`src/rtl/udp_status_pkg.sv`:
```
// Shared types and constants for udp_status_responder.
// STATUS_CHECKSUM_EN appends an XOR checksum word, giving 5-word replies instead of 4.
package udp_status_pkg;
  typedef enum logic {IDLE, SEND} state_t;

  localparam int WORD_IDX_W = 3;
  localparam logic [31:0] DEFAULT_MAGIC = 32'h4C43_4231;

  localparam logic [WORD_IDX_W-1:0] W_MAGIC  = 3'd0;
  localparam logic [WORD_IDX_W-1:0] W_SEQ    = 3'd1;
  localparam logic [WORD_IDX_W-1:0] W_FRAMES = 3'd2;
  localparam logic [WORD_IDX_W-1:0] W_ERRS   = 3'd3;
  localparam logic [WORD_IDX_W-1:0] W_CSUM   = 3'd4;

`ifdef STATUS_CHECKSUM_EN
  localparam int NUM_WORDS = 5;
`else
  localparam int NUM_WORDS = 4;
`endif
  localparam logic [WORD_IDX_W-1:0] LAST_IDX    = WORD_IDX_W'(NUM_WORDS - 1);
  localparam logic [15:0]           PAYLOAD_LEN = 16'(NUM_WORDS * 4);
endpackage

```
`src/rtl/udp_status_responder.sv`:
```
// Streams fixed-length UDP status replies into the liteeth udp_sink, one request buffered.
// STATUS_CHECKSUM_EN adds a fifth word holding the XOR of the first four.
module udp_status_responder
  import udp_status_pkg::*;
#(
  parameter logic [15:0] LOCAL_PORT = 16'd6000,
  parameter logic [31:0] MAGIC      = DEFAULT_MAGIC
) (
  input  logic        clock,
  input  logic        reset,
  input  logic        req_valid,
  input  logic [31:0] req_ip_address,
  input  logic [15:0] req_port,
  input  logic [31:0] stat_frames,
  input  logic [15:0] stat_errors,
  output logic        udp_sink_valid,
  output logic        udp_sink_last,
  input  logic        udp_sink_ready,
  output logic [15:0] udp_sink_src_port,
  output logic [15:0] udp_sink_dst_port,
  output logic [31:0] udp_sink_ip_address,
  output logic [15:0] udp_sink_length,
  output logic [31:0] udp_sink_data,
  output logic [3:0]  udp_sink_error
);
  state_t state, state_next;
  logic [WORD_IDX_W-1:0] idx;
  logic [31:0] seq_num, snap_frames, pend_ip, start_ip;
  logic [15:0] drop_count, drop_next, snap_errors, snap_drops, pend_port, start_port;
  logic        pending, in_send, xfer, at_last, slot_full, use_req, start;

  assign udp_sink_src_port = LOCAL_PORT;
  assign udp_sink_length   = PAYLOAD_LEN;
  assign udp_sink_error    = 4'd0;

  assign in_send   = (state == SEND);
  assign xfer      = in_send && udp_sink_ready;
  assign at_last   = (idx == LAST_IDX);
  // A request arriving alongside the final transfer counts as pending for the restart.
  assign slot_full = pending || (in_send && req_valid);
  assign start     = (!in_send && (pending || req_valid)) || (xfer && at_last && slot_full);
  // Newest request wins in SEND; in IDLE a drained slot has priority.
  assign use_req    = req_valid && !(!in_send && pending);
  assign start_ip   = use_req ? req_ip_address : pend_ip;
  assign start_port = use_req ? req_port : pend_port;
  assign drop_next  = (in_send && req_valid && pending && drop_count != 16'hFFFF)
                      ? drop_count + 16'd1 : drop_count;

  always_ff @(posedge clock) begin
    if (reset) state <= IDLE;
    else       state <= state_next;
  end

  always_comb begin
    state_next     = state;
    udp_sink_valid = 1'b0;
    case (state)
      IDLE: if (pending || req_valid) state_next = SEND;
      SEND: begin
        udp_sink_valid = 1'b1;
        if (xfer && at_last && !slot_full) state_next = IDLE;
      end
      default: state_next = IDLE;
    endcase
  end

  always_ff @(posedge clock) begin
    if (reset) begin
      idx                 <= '0;
      seq_num             <= '0;
      drop_count          <= '0;
      pending             <= 1'b0;
      pend_ip             <= '0;
      pend_port           <= '0;
      udp_sink_ip_address <= '0;
      udp_sink_dst_port   <= '0;
      snap_frames         <= '0;
      snap_errors         <= '0;
      snap_drops          <= '0;
    end else begin
      drop_count <= drop_next;
      if (in_send && req_valid) begin
        pending   <= 1'b1;
        pend_ip   <= req_ip_address;
        pend_port <= req_port;
      end
      if (xfer) idx <= at_last ? '0 : idx + 1'b1;
      if (xfer && at_last) seq_num <= seq_num + 32'd1;
      if (start) begin
        pending             <= 1'b0;
        idx                 <= '0;
        udp_sink_ip_address <= start_ip;
        udp_sink_dst_port   <= start_port;
        snap_frames         <= stat_frames;
        snap_errors         <= stat_errors;
        snap_drops          <= drop_next;
      end
    end
  end

  assign udp_sink_last = in_send && at_last;

  always_comb begin
    udp_sink_data = '0;
    if (in_send) begin
      case (idx)
        W_MAGIC:  udp_sink_data = MAGIC;
        W_SEQ:    udp_sink_data = seq_num;
        W_FRAMES: udp_sink_data = snap_frames;
        W_ERRS:   udp_sink_data = {snap_drops, snap_errors};
`ifdef STATUS_CHECKSUM_EN
        W_CSUM:   udp_sink_data = MAGIC ^ seq_num ^ snap_frames ^ {snap_drops, snap_errors};
`endif
        default:  udp_sink_data = '0;
      endcase
    end
  end
endmodule

```
`config.mk`:
```
export PLATFORM = sky130hd
export DESIGN_NAME = udp_status_responder
export DESIGN_NICKNAME = d
export VERILOG_FILES = /design/src/rtl/udp_status_pkg.sv /design/src/rtl/udp_status_responder.sv
export SDC_FILE = /design/constraint.sdc
export NUM_CORES = 1
export LEC_CHECK = 0
export BUFFER_PORTS_ARGS = -buffer_cell sky130_fd_sc_hd__buf_4
export CORE_ASPECT_RATIO = 0.5
export CORE_MARGIN = 3
export CORE_UTILIZATION = 54
export DETAILED_ROUTE_END_ITERATION = 16
export PLACE_DENSITY = 0.87
export SLEW_MARGIN = 20
export SYNTH_ARGS = -nofsm -noshare
export SYNTH_HDL_FRONTEND = slang
export SYNTH_SLANG_ARGS = --single-unit
```
`constraint.sdc`:
```
create_clock -name clock -period 3.3 [get_ports clock]
set_clock_uncertainty 0.2 [all_clocks]
set_input_delay 0.33 -clock clock [delete_from_list [all_inputs] [get_ports clock]]
set_output_delay 0.33 -clock clock [all_outputs]
set_load 0.005 [all_outputs]
```
### Yosys cells after proc, flatten, opt, wreduce, memory -nomap -nowiden

Cells that the tools add are included.

* memories kept: 0
* memory bits (read-only): 0
* bits in latches: 0
* logic and storage cells: 49
* bits in writable memories: 0
* register bits: 213
* input port bits: 100

* magnitude comparators: 0
* equality and inequality tests: 4
* bitwise operators: 1
* divide/modulo/power cells: 0
* reduce and logical (&&, ||, !) cells: 19
* multiplexer cells: 10
* add/subtract/negate cells: 3
* multipliers: 0
* shifts and indexed selects: 0

Operators with widths (count)
* $pmux W32 S4: 1
* $mux W32: 2
* $add A32 B1 Y32 const B: 1
* $mux W16: 2
* $add A16 B1 Y16 const B: 1
* $ne A16 B16 Y1 const B: 1
* $logic_and A1 B1 Y1: 11
* $eq A3 B2 Y1 const B: 2
* $add A3 B1 Y3 const B: 1
* $eq A3 B1 Y1 const B: 1
* $logic_not A1 Y1: 3
* $logic_not A3 Y1: 1
* $logic_or A1 B1 Y1: 3
* $mux W1: 3
* $mux W3: 1
* $pmux W1 S2: 1
* $reduce_or A2 Y1: 1
* $not A1 Y1: 1

### Longest topological paths before layout

* depth in word-level cells: 6
* mapped depth: 7
* mapped depth without buffers: 6

### Least setup slack after synthesis

Ideal clock, no wire load.

* kind: register to output
* from: register idx[0]
* to: output udp_sink_data[10]
* stages on the path, launching flop included: 8
* arrival: 1.826 ns
* data required time: 2.770 ns
* slack: 0.944 ns
* path through: dfxtp_1 -> inv_1 -> ha_1 -> nor2b_1 -> clkbuf_1 -> o41ai_1 -> clkbuf_1 -> a21oi_1

* cells in the longest elaborated chain, start to end: 3
* elaborated cells on any way between the ends: 6
* classes of those cells: 3 x eq/ne; 2 x mux; 1 x reduce/logical

Ends and longest elaborated chain
* start: declaration: line udp_status_responder.sv:27 `logic [WORD_IDX_W-1:0] idx;`
* start signal: assignment: line udp_status_responder.sv:87 `if (xfer) idx <= at_last ? '0 : idx + 1'b1;`
* $eq A3 B2 Y1 (tied with other cells): line udp_status_responder.sv:106 `case (idx)`
* $pmux W32 S4 (*): line udp_status_responder.sv:106
* $mux W32 (*): line udp_status_responder.sv:105 `if (in_send) begin`
* end: declaration: line udp_status_responder.sv:23 `output logic [31:0] udp_sink_data,`

Every way passes the cells marked *; elsewhere a longest branch is shown, timed or not.

### Worst setup path in the final report

* from: register idx[0]
* to: output udp_sink_data[0]

Same word-level chain as after synthesis.

==> metrics.txt <==
YS warnings 0; Setup WS pre-CTS 0.589 ns; Placement Cell Area 0.0108 mm2; Crit Path Max Fanout 22; I/O pin total 218; first-pass iteration count of the detailed router 5; CP dominant cell by count buf_4; Slowest-stage cell, CP nor2b_2; 1st-iter DRT viols around 660; Max-Slew Margin vs Limit 36.0%; outcome completed; post-route cell area approximately 0.012 mm2; pin count of the biggest net entering global routing 129; clock root cell clkbuf_16; Sw Share 25.4%; Layout area overhead 31.0%; CP top delay family buffers and inverters; ys flop type dfxtp_1; DRC errors left 0; CTS Buf Count 20; Synth Area per Inst between 8 and 9 um2; Routed WL per cell 17.7 um; Final Core Density between 70% and 80%; final setup fails 0; max-cap violations 0; core area 0.0168 mm2; leading area contributor after synthesis dfxtp_1; Leakage 4.83 nW; combinational power share 13.6%; CP Class reg -> out; final hold vios 0; layout cells sized above 1 between 10% and 20%; P_sw 1.47 mW; Clock Latency Late Sink 0.50 ns; Hold Slack about 0.019 ns; RSZ-0062 raised after global routing no; die area 0.0193 mm2; CTS clk-pin slew, worst paths 0.07 ns; final std cells w/o fill 1628; H-tree levels 1; fin worst setup slack 0.147 ns; Int Power 4.29 mW; number of global-route vias before repair 9374; Clock Power Share between 30% and 40%; GRT overflow 0; synthesized instance count 1163; TritonCTS Sinks approximately 210; Worst Path Arrival 2.62 ns; vias per std cell 5.87; final WL 28.8 mm; Detailed Place HPWL 16.6 mm; Seq/Total Area, Yosys 45.0%; dpl cells 1497; Async SR Flop Fraction 0%; GRT Total Usage 28.4%; number of core rows 33; EDFF count, synth 0; Seq cells post-synth around 210; CP required 2.77 ns; setup tns final 0 ns; PwrDens roughly 460 mW/mm2; Final period util a little over nine tenths; Clock Tree Buf Depth 3; Die W 193 um; post-route ant nets 0; Unique masters post-synth 45; mapped cell area 0.00947 mm2; RePlAce Congestion 0.928; CTS tree yes; Area contributors post-synth dfxtp_1, nand2_1, a21oi_1; post-synth top area share ~45%; via count 9553; CP cell instances ha_1, nor2b_2, buf_4, a22oi_1, a31oi_1, buf_4; measured slew at the worst slew-check pin 0.960 ns; Worst Hold Class in -> reg; fin. max-slew vios 0; Initial Utilization between 50% and 60%; filler instances 1090; initial antenna violation count 0; minimum clock period 3.15 ns; Pwr Total 5.76 mW; Crit path largest cell delay between 0.4 and 0.5 ns; Worst Setup End Kind output port; fmax 317 MHz; maximum vdd ir drop 391 uV; nets@finish 1495; startpoint types flip-flop; chip height 99.7 um; Crit path buffers/inverters 2; I/O Buffers 181; register share of total power 48.4%; first-pass GRT wire length 46.2 mm; postcts setup bufs 0
[layout make-up]
class                   instances  area (um2)  share of cell area, %
well taps                     227         284                   2.29
flip-flops and latches        213        4260                   34.4
clock inverters                 2        21.3                  0.171
inverters                      13        48.8                  0.393
clock buffers                  31         582                   4.69
diodes                          1        2.50                 0.0202
multi-input cells             845        4720                   38.0
repair buffers                296        2490                   20.1
[power groups by stage]
stage / clock, mW / combinational, mW / sequential [mW]
2_1_floorplan: 0 / 0.397 / 2.82
3_3_place_gp: 0 / 0.632 / 2.83
3_5_place_dp: 0 / 0.657 / 2.84
4_1_cts: 2.19 / 0.755 / 2.78
5_1_grt: 2.31 / 0.854 / 2.80
6_report: 2.19 / 0.784 / 2.79
[metal layers]
layer / vias to the layer above / track usage, % / share of wire (%)
met5: - / 0 / 0
li1: 4444 / - / -
met2: 519 / 50.2 / 48
met1: 4447 / 32.6 / 38
met4: 0 / 15.7 / 6.0
met3: 143 / 6.33 / 7.7
[worst register-to-register path: cells and delay by family (launching register included)]
family | cells | cell delay [ns]
flip-flops | 1 | 0.71
AO/OA/AOI/OAI | 1 | 0.26
AND/OR/NAND/NOR | 3 | 1.50
[path summary, 6_finish.rpt]
kind,startpoint,end,slack [ns],cells after the start
setup / recovery,idx[0],udp_sink_data[0],0.15,6
hold / removal,req_valid,in_send,0.02,3
setup reg to reg,in_send,snap_drops[11],0.51,4
hold reg to reg,pend_port[15],pend_port[15],0.25,2
[cells in the mapped netlist, drive strengths merged (15+ instances only)]
cell,count
nand2,245
dfxtp,213
a21oi,143
nor2,92
clkbuf,78
a211oi,52
mux2i,50
buf,48
a22oi,32
a311oi,15
nand4,15
nor2b,15
[layout by cell type, fill, tap and decap left out, types with 32 or more instances in the layout]
| master | instances |
|---|---|
| dlygate4sd3_1 | 97 |
| conb_1 | 36 |
| nand2_1 | 245 |
| nor2_1 | 92 |
| a211oi_1 | 52 |
| mux2i_1 | 50 |
| a22oi_1 | 32 |
| dfxtp_1 | 213 |
| a21oi_1 | 142 |
| buf_4 | 196 |
[logic make-up after synthesis]
group           Yosys count  share of synthesized area, %
compound gates          283                          18.4
xor+xnor                  8                         0.740
fa+ha+maj                 6                         0.792
buf+inv                 139                          6.99
flops                   213                          45.0
mux                      64                          6.95
other cells               2                        0.0793
simple gates            448                          21.0
[state kept, by name (all words and copies together), names as in the netlist]
signal	count
udp_sink_ip_address	32
seq_num	32
pending	1
snap_errors	16
idx	3
pend_port	16
pend_ip	32
snap_drops	16
snap_frames	32
drop_count	16
udp_sink_dst_port	16
in_send	1
[timing repair]
item	in CTS	in global routing
endpoints found under the setup margin	0	32
resized for setup	0	1
hold endpoints to repair	134	0
hold buffers	97	0
(Power assumes the default switching activity.)
